<file path="src/rtl/if_stage.sv">
// Instruction-fetch stage: direct-mapped I-cache lookup on the fetch PC, a single
// outstanding refill to the memory controller, and wrong-path squash on EX redirects.
module if_stage #(
  parameter int unsigned INDEX_BITS = 6,
  parameter int unsigned TAG_BITS   = 24
) (
  input  logic        clk_in,
  input  logic        rst_in,
  input  logic        rdy_in,
  input  logic [31:0] pc,
  input  logic        jump_enable,
  input  logic [5:0]  stall_in,
  output logic        mem_req,
  output logic [31:0] mem_addr,
  input  logic        mem_done,
  input  logic [31:0] mem_data,
  output logic        stall_req,
  output logic [31:0] if_pc,
  output logic [31:0] if_inst,
  output logic        if_valid
);

  localparam int unsigned LINES = 1 << INDEX_BITS;
  localparam logic [31:0] NOP   = 32'h0000_0013;

  typedef enum logic {
    S_IDLE = 1'b0,
    S_WAIT = 1'b1
  } state_t;

  state_t state_q, state_d;

  logic                  squash_q, squash_d;
  logic                  mem_req_d;
  logic [31:0]           mem_addr_d;
  logic [31:0]           if_pc_d, if_inst_d;
  logic                  if_valid_d;
  logic                  fill_we;

  logic [LINES-1:0]      valid_q;
  logic [TAG_BITS-1:0]   tag_ram  [LINES];
  logic [31:0]           data_ram [LINES];

  logic [INDEX_BITS-1:0] lk_idx, fill_idx;
  logic [TAG_BITS-1:0]   lk_tag, fill_tag;
  logic                  hit;
  logic                  hold;
  logic                  unused_bits;

  assign lk_idx   = pc[INDEX_BITS+1:2];
  assign lk_tag   = pc[31:INDEX_BITS+2];
  assign fill_idx = mem_addr[INDEX_BITS+1:2];
  assign fill_tag = mem_addr[31:INDEX_BITS+2];
  assign hold     = stall_in[1];

  assign unused_bits = ^{pc[1:0], stall_in[5:2], stall_in[0]};

  assign hit = valid_q[lk_idx] && (tag_ram[lk_idx] == lk_tag);

  // Held low while in reset so the stall controller sees a quiet IF stage.
  assign stall_req = rst_in &&
                     (((state_q == S_IDLE) && !hit && !jump_enable) || (state_q == S_WAIT));

  // Next-state and next-output logic.
  always_comb begin
    state_d    = state_q;
    squash_d   = squash_q;
    mem_req_d  = mem_req;
    mem_addr_d = mem_addr;
    if_pc_d    = if_pc;
    if_inst_d  = if_inst;
    if_valid_d = if_valid;
    fill_we    = 1'b0;

    case (state_q)
      S_IDLE: begin
        if (jump_enable) begin
          if_valid_d = 1'b0;
        end else if (hit) begin
          if (!hold) begin
            if_pc_d    = pc;
            if_inst_d  = data_ram[lk_idx];
            if_valid_d = 1'b1;
          end
        end else begin
          state_d    = S_WAIT;
          mem_req_d  = 1'b1;
          mem_addr_d = pc;
          squash_d   = 1'b0;
          if (!hold) begin
            if_valid_d = 1'b0;
          end
        end
      end

      S_WAIT: begin
        if (mem_done) begin
          // The line is filled even for a squashed fetch; it is still a correct word.
          fill_we   = 1'b1;
          mem_req_d = 1'b0;
          state_d   = S_IDLE;
          if (!squash_q && !jump_enable && !hold) begin
            if_pc_d    = mem_addr;
            if_inst_d  = mem_data;
            if_valid_d = 1'b1;
          end else begin
            if_valid_d = 1'b0;
          end
        end else if (jump_enable) begin
          squash_d   = 1'b1;
          if_valid_d = 1'b0;
        end
      end

      default: begin
        state_d = S_IDLE;
      end
    endcase
  end

  // Control and output registers; rdy_in gates everything except reset.
  always_ff @(posedge clk_in) begin
    if (!rst_in) begin
      state_q  <= S_IDLE;
      squash_q <= 1'b0;
      mem_req  <= 1'b0;
      mem_addr <= 32'h0;
      if_pc    <= 32'h0;
      if_inst  <= NOP;
      if_valid <= 1'b0;
      valid_q  <= '0;
    end else if (rdy_in) begin
      state_q  <= state_d;
      squash_q <= squash_d;
      mem_req  <= mem_req_d;
      mem_addr <= mem_addr_d;
      if_pc    <= if_pc_d;
      if_inst  <= if_inst_d;
      if_valid <= if_valid_d;
      if (fill_we) begin
        valid_q[fill_idx] <= 1'b1;
      end
    end
  end

  // Tag and data arrays carry no reset; the valid bits qualify them.
  always_ff @(posedge clk_in) begin
    if (rst_in && rdy_in && fill_we) begin
      tag_ram[fill_idx]  <= fill_tag;
      data_ram[fill_idx] <= mem_data;
    end
  end

endmodule

</file>
<file path="config.mk">
export PLATFORM = sky130hd
export DESIGN_NAME = if_stage
export DESIGN_NICKNAME = d
export VERILOG_FILES = /design/src/rtl/if_stage.sv
export SDC_FILE = /design/constraint.sdc
export NUM_CORES = 2
export LEC_CHECK = 0
export CAP_MARGIN = 20
export CORE_UTILIZATION = 40
export CTS_CLUSTER_DIAMETER = 60
export CTS_CLUSTER_SIZE = 14
export DETAILED_ROUTE_END_ITERATION = 12
export DONT_BUFFER_PORTS = 1
export MAX_ROUTING_LAYER = met4
export PLACE_DENSITY = 0.51
export SLEW_MARGIN = 20
export SYNTH_ARGS = -nofsm -noshare
export SYNTH_HDL_FRONTEND = slang
export SYNTH_SLANG_ARGS = --single-unit
</file>
<file path="constraint.sdc">
create_clock -name clk_in -period 9.2 [get_ports clk_in]
set_input_delay 0 -clock clk_in [delete_from_list [all_inputs] [get_ports clk_in]]
set_output_delay 0 -clock clk_in [all_outputs]
set_load 0.01 [all_outputs]
</file>
=== After elaboration in Yosys (flattened, before gate mapping) ===
Memory sizes are Yosys's and may differ from the RTL's.
Cells that the tools add are included.

* Word-level logic and storage cells: 89
* Flip-flop bits (word level): 164
* Memory bits (writable): 3584
* Memories kept: 2
* Output and inout port bits: 99
* Bits of input ports: 75

* Mux-type cells: 41
* Bitwise logic cells: 4
* Equal/unequal tests: 11
* $lt $le $gt $ge: 3
* Reductions and logical operators: 20

{| class="wikitable"
|+ Memories
! memory !! words !! width !! read ports !! clocked after Yosys merged registers in !! wr ports !! RTL line !! text
|-
| data_ram || 64 || 32 || 1 || 0 || 1 || 42 || <nowiki>logic [31:0] data_ram [LINES];</nowiki>
|-
| tag_ram || 64 || 24 || 1 || 0 || 1 || 41 || <nowiki>logic [TAG_BITS-1:0] tag_ram [LINES];</nowiki>
|}

{| class="wikitable"
|+ Operators by type and width
! kind !! number
|-
| 32-bit two-way mux || 10
|-
| 32-bit one-hot mux with 2 select lines || 2
|-
| 64-bit OR || 1
|-
| 24-bit == test || 1
|-
| 1-bit two-way mux || 23
|-
| 6-bit by 7-bit < comparator with 1-bit output, second input constant || 2
|-
| 2-bit != test, second input constant || 7
|-
| 1-bit logical AND || 9
|-
| 1-bit one-hot mux with 2 select lines || 4
|-
| 4-bit AND reduction || 2
|-
| 1-bit binary-select mux with 6-bit select || 1
|-
| 1-bit demux with 6-bit select || 1
|-
| 6-bit by 1-bit >= comparator with 1-bit output, second input constant || 1
|-
| 3-bit != test, second input constant || 2
|-
| 6-bit AND reduction || 1
|-
| 5-bit AND reduction || 1
|-
| 1-bit zero test || 4
|-
| 1-bit NOT || 3
|-
| 3-bit AND reduction || 1
|-
| 2-bit by 1-bit != test with 1-bit output, second input constant || 1
|-
| 2-bit AND reduction || 1
|-
| 1-bit logical OR || 1
|}

=== Logic depth before layout (Yosys ltp) ===
* Word-level depth: 8
* Gate-level depth with buffers: 20
* Depth with buffers taken out: 10

=== Worst setup path before layout ===
No wires, ideal clock.

* Path type: register to register
* From: register mem_addr[6]
* To: memory data_ram[16][0], enable pin
* Library setup time: 0.472 ns
* Data required time: 8.728 ns
* Data arrival time: 3.632 ns
* Path slack: 5.096 ns
* Path buffers: 2
* Cell stages (with the launch flop): 5
* Period minus slack after synthesis: 4.104 ns
* Path through: dfxtp_1 > clkbuf_1 > or3b_2 > clkbuf_1 > nor2_1

{| class="wikitable"
|+ RTL lines
! what !! RTL line !! text
|-
| start, declared || 14 || <nowiki>output logic [31:0] mem_addr,</nowiki>
|-
| start signal, assigned || 136 || <nowiki>mem_addr <= mem_addr_d;</nowiki>
|-
| end, declared || 42 ||
|}

Straight into the memory's write port.

=== Worst setup path after layout ===
* From: input port pc[2]
* To: register mem_addr[30]

* Word-level cells in the longest chain between the ends: 5
* Elaborated cells between the ends (all ways): 7
* Those cells by class: eq/ne: 1; mux: 2; bitwise: 1; reduce/logical: 2; memory: 1

{| class="wikitable"
|+ Ends and longest elaborated chain
! what !! RTL line !! text
|-
| start, declared || 10 || <nowiki>input logic [31:0] pc,</nowiki>
|-
| memory 64 x 24 bit / 1-bit binary-select mux with 6-bit select (equally long branches) || -- ||
|-
| 24-bit == test / 1-bit two-way mux (equally long branches) || 58 || <nowiki>assign hit = valid_q[lk_idx] && (tag_ram[lk_idx] == lk_tag);</nowiki>
|-
| 1-bit logical AND * || 58 ||
|-
| 1-bit NOT (no line) * || -- ||
|-
| 4-bit AND reduction (no line) * || -- ||
|}

Mark *: on every way between the ends. The rest lies on a longest branch, timed or not. The select of a mux whose other input is x is not followed.
A chain may end at the register's enable or synchronous reset.

==> summary.txt <==
Pwr
  – Power Density: 206.9 nW/um^2
  – VDD IR-drop max: 0.1536 mV
  – P_leak: 0.05040 uW

Yosys
  – Post-synth top area share: 74.62%
  – Synthesis-stage register bit count: 3748
  – Post-synth top cells: edfxtp_1 (3584), mux4_2 (981), nand2_1 (371), mux2i_1 (300), clkbuf_1 (174)
  – EDFF count, synth: 3584
  – Synth top area cells: edfxtp_1 (75%), mux4_2 (15%), dfxtp_1 (2.3%), mux2i_1 (2.1%), nand2_1 (0.97%)
  – Ys async rst share: 0%
  – Post-synth top flop: edfxtp_1
  – Yosys top cell by area: edfxtp_1
  – Syn_nets: 6598
  – Most common cell in the synthesized netlist: edfxtp_1
  – Synth unique cells: 76
  – Mapped Cells: 6523
  – Post-synthesis cell area: 144200 sq um
  – Syn Area/Cell: 22.11 sq um
  – Synth warn: 0
  – Sequential cell area fraction in the yosys report: 76.90%

CTS
  – Clock transition at the registers of the reported paths: 0.07 ns
  – Post-CTS Resized: 0
  – CTS Sinks: 3748
  – Hold-fix buffers, CTS: 165
  – Max H-tree Level: 5
  – Worst-Skew Late Latency: 0.93 ns
  – Total CTS buffers: 327
  – Max Root-Sink Buffers: 4
  – TritonCTS clock tree: done
  – Clock root cell: clkbuf_16
  – Setup repair bufs after CTS: 0

Routing
  – Post-DRT Antenna Nets: 0
  – DRC Markers: 0
  – DR pass1 iterations: 5
  – Final WL: 458200 microns
  – DR iter-0 viols: 8647
  – Routed WL per cell: 38.54 microns
  – Drt via density: 6.059
  – Via count: 72020

Timing
  – Final period util: 71.45%
  – Worst setup margin: 2.627 ns
  – Clk_skew: 0.03815 ns
  – RSZ-0062 raised after global routing: false
  – Shortest period the worst path allows: 6.573 ns
  – Fin. max-slew vios: 0
  – Final Hold Fails: 0
  – Setup Total Neg Slack: 0 ns
  – WHS: 0.05981 ns
  – Slew headroom: 18.28%
  – Measured slew at the worst slew-check pin: 1.226 ns
  – Fmax: 0.1521 GHz
  – Setup Viol. Count Final: 0

Floorplan
  – Ports: 174
  – Die Ht: 602.5 microns
  – Die ar.: 363000 sq um
  – Row cnt: 220
  – Initial Util: 40.18%
  – Die Span X: 602.5 microns
  – CORE AREA: 358900 sq um

Worst setup path
  – Crit path max fanout: 85
  – R2R setup slack: 3.89 ns
  – CP endpoint kind: register
  – Worst reg2reg startpoint: tag_ram[31][20]
  – CP Class: in -> reg
  – FF-to-FF path depth: 12
  – Critical path arrival: 7.38 ns
  – Critical path launch point type: input pin
  – Reg-to-Reg End: mem_addr[30]
  – Req. time, crit path: 10.00 ns

Finish
  – FF/Latch Area: 110900 sq um
  – Filler Cell Count: 30050
  – Area grow syn2layout: 13.32%
  – Area of the multi-input gates: 32080 sq um
  – # nets final: 6955
  – Share of cells above drive strength 1: 25.82%

Min path
  – Hold path start: pc[15]
  – HP Class: in -> reg
  – WHS Endpoint: squash_q
  – Hold Crit Depth: 6

Global route
  – GRT Total Usage: 25.77%
  – First-pass GRT wire length: 622000 microns
  – Initial antenna violation count: 36
  – Vias in the first global route: 71540
  – Remaining Overflow, GRT: 0
  – Largest net degree at the start of global routing: 416

Placed design
  – Final GP Congestion: 0.8146
  – Pre-CTS WS: 1.882 ns
  – Hpwl dp: 238700 microns
  – Port Buf Inserts: 0

Outcome
  – Outcome: finished, final reports clean

Flow run
  – MaxCap Viol Count: 0
[report_power, final]
group | total (uW) | switching, uW | internal (uW)
combinational | 1700 | 1030 | 672
clock | 13400 | 6210 | 7210
sequential | 18700 | 20.4 | 18700
total | 33800 | 7260 | 26600
[cell families after synthesis]
family          count (synthesis)  share of synthesized area [%]
compound gates                363                          1.806
flops                        3748                          76.90
simple gates                  687                          2.136
buf+inv                       373                          1.232
xor+xnor                       14                        0.08502
mux                          1338                          17.85
[area by class of cell]
class / count / area share (%)
Clock inverter: 74 / 0.5305
Timing Repair Buffer: 391 / 2.718
Sequential cell: 3748 / 67.88
Clock buffer: 444 / 5.490
Multi-Input combinational cell: 2402 / 19.63
Inverter: 10 / 0.03062
Tap cell: 4773 / 3.654
Antenna cell: 46 / 0.07043
[critical path, cell delays in order]
cell and delay [ns]:
buf_16 0.40, buf_16 0.52, buf_16 0.46, buf_16 0.48
buf_16 0.42, mux4_2 0.59, nand2_1 0.09, nand3_1 0.16
a2111oi_0 0.70, or3_1 0.20, nand4b_1 0.27, or4_1 0.76
nor4_4 0.68, nor3_4 0.08, buf_4 0.27, mux2i_1 0.18
dlygate4sd3_1 0.58
[how the worst max path moves through the flow]
stage / from / end / cells after the start / slack [ns]
after floorplan: mem_addr[6] / data_ram[16][0] / 4 / 5.10
after global placement: pc[2] / if_inst[4] / 16 / 1.88
after detailed placement: pc[2] / if_inst[4] / 16 / 1.88
after CTS: pc[2] / stall_req / 15 / 2.48
after global routing: pc[2] / mem_addr[30] / 17 / 2.18
final: pc[2] / mem_addr[30] / 17 / 2.63
[flip-flops by register name, indices dropped and copies added, names as in the netlist]
name,flops
data_ram,2048
tag_ram,1536
valid_q,64
if_inst,32
if_pc,32
mem_addr,32
if_valid,1
mem_req,1
squash_q,1
state_q,1
[layout by cell type (no fill, tap or decap), types with 14 or more instances in the layout]
cell type / count
dfxtp_2: 24
edfxtp_1: 3584
dlygate4sd3_1: 127
buf_16: 45
a21o_1: 66
o22ai_1: 29
a22oi_1: 86
nor3_1: 24
nor2_1: 41
a21oi_1: 32
clkbuf_16: 342
buf_4: 196
nor2b_1: 28
a211oi_1: 21
clkbuf_1: 98
o21ai_0: 26
mux2_2: 53
clkinv_2: 16
diode_2: 46
dfxtp_1: 139
bufinv_16: 14
nand3_1: 54
nor2_4: 64
nand2b_1: 18
buf_12: 23
mux2i_1: 300
nand2_1: 371
mux4_2: 981
[metal layers]
layer  vias up  routed length [microns]  track usage [%]
met5         -                        0                -
met4         0                    16200            8.373
met3       639                    29000            3.337
li1      28140                        -                -
met1     40360                   187100            34.09
met2      2885                   225900            41.60
[per-stage QoR]
step / cell area, sq um / cells / power [uW] / util (%)
5_1_grt: 163400 / 11870 / 34690 / 45.52
3_3_place_gp: 150900 / 11140 / 20440 / 42.03
6_report: 163400 / 11890 / 33810 / 45.53
4_1_cts: 163100 / 11830 / 34000 / 45.45
2_1_floorplan: 144200 / 6523 / 20040 / -
3_5_place_dp: 151100 / 11150 / 20450 / 42.09
No activity file was read; power rests on OpenSTA's default activity.
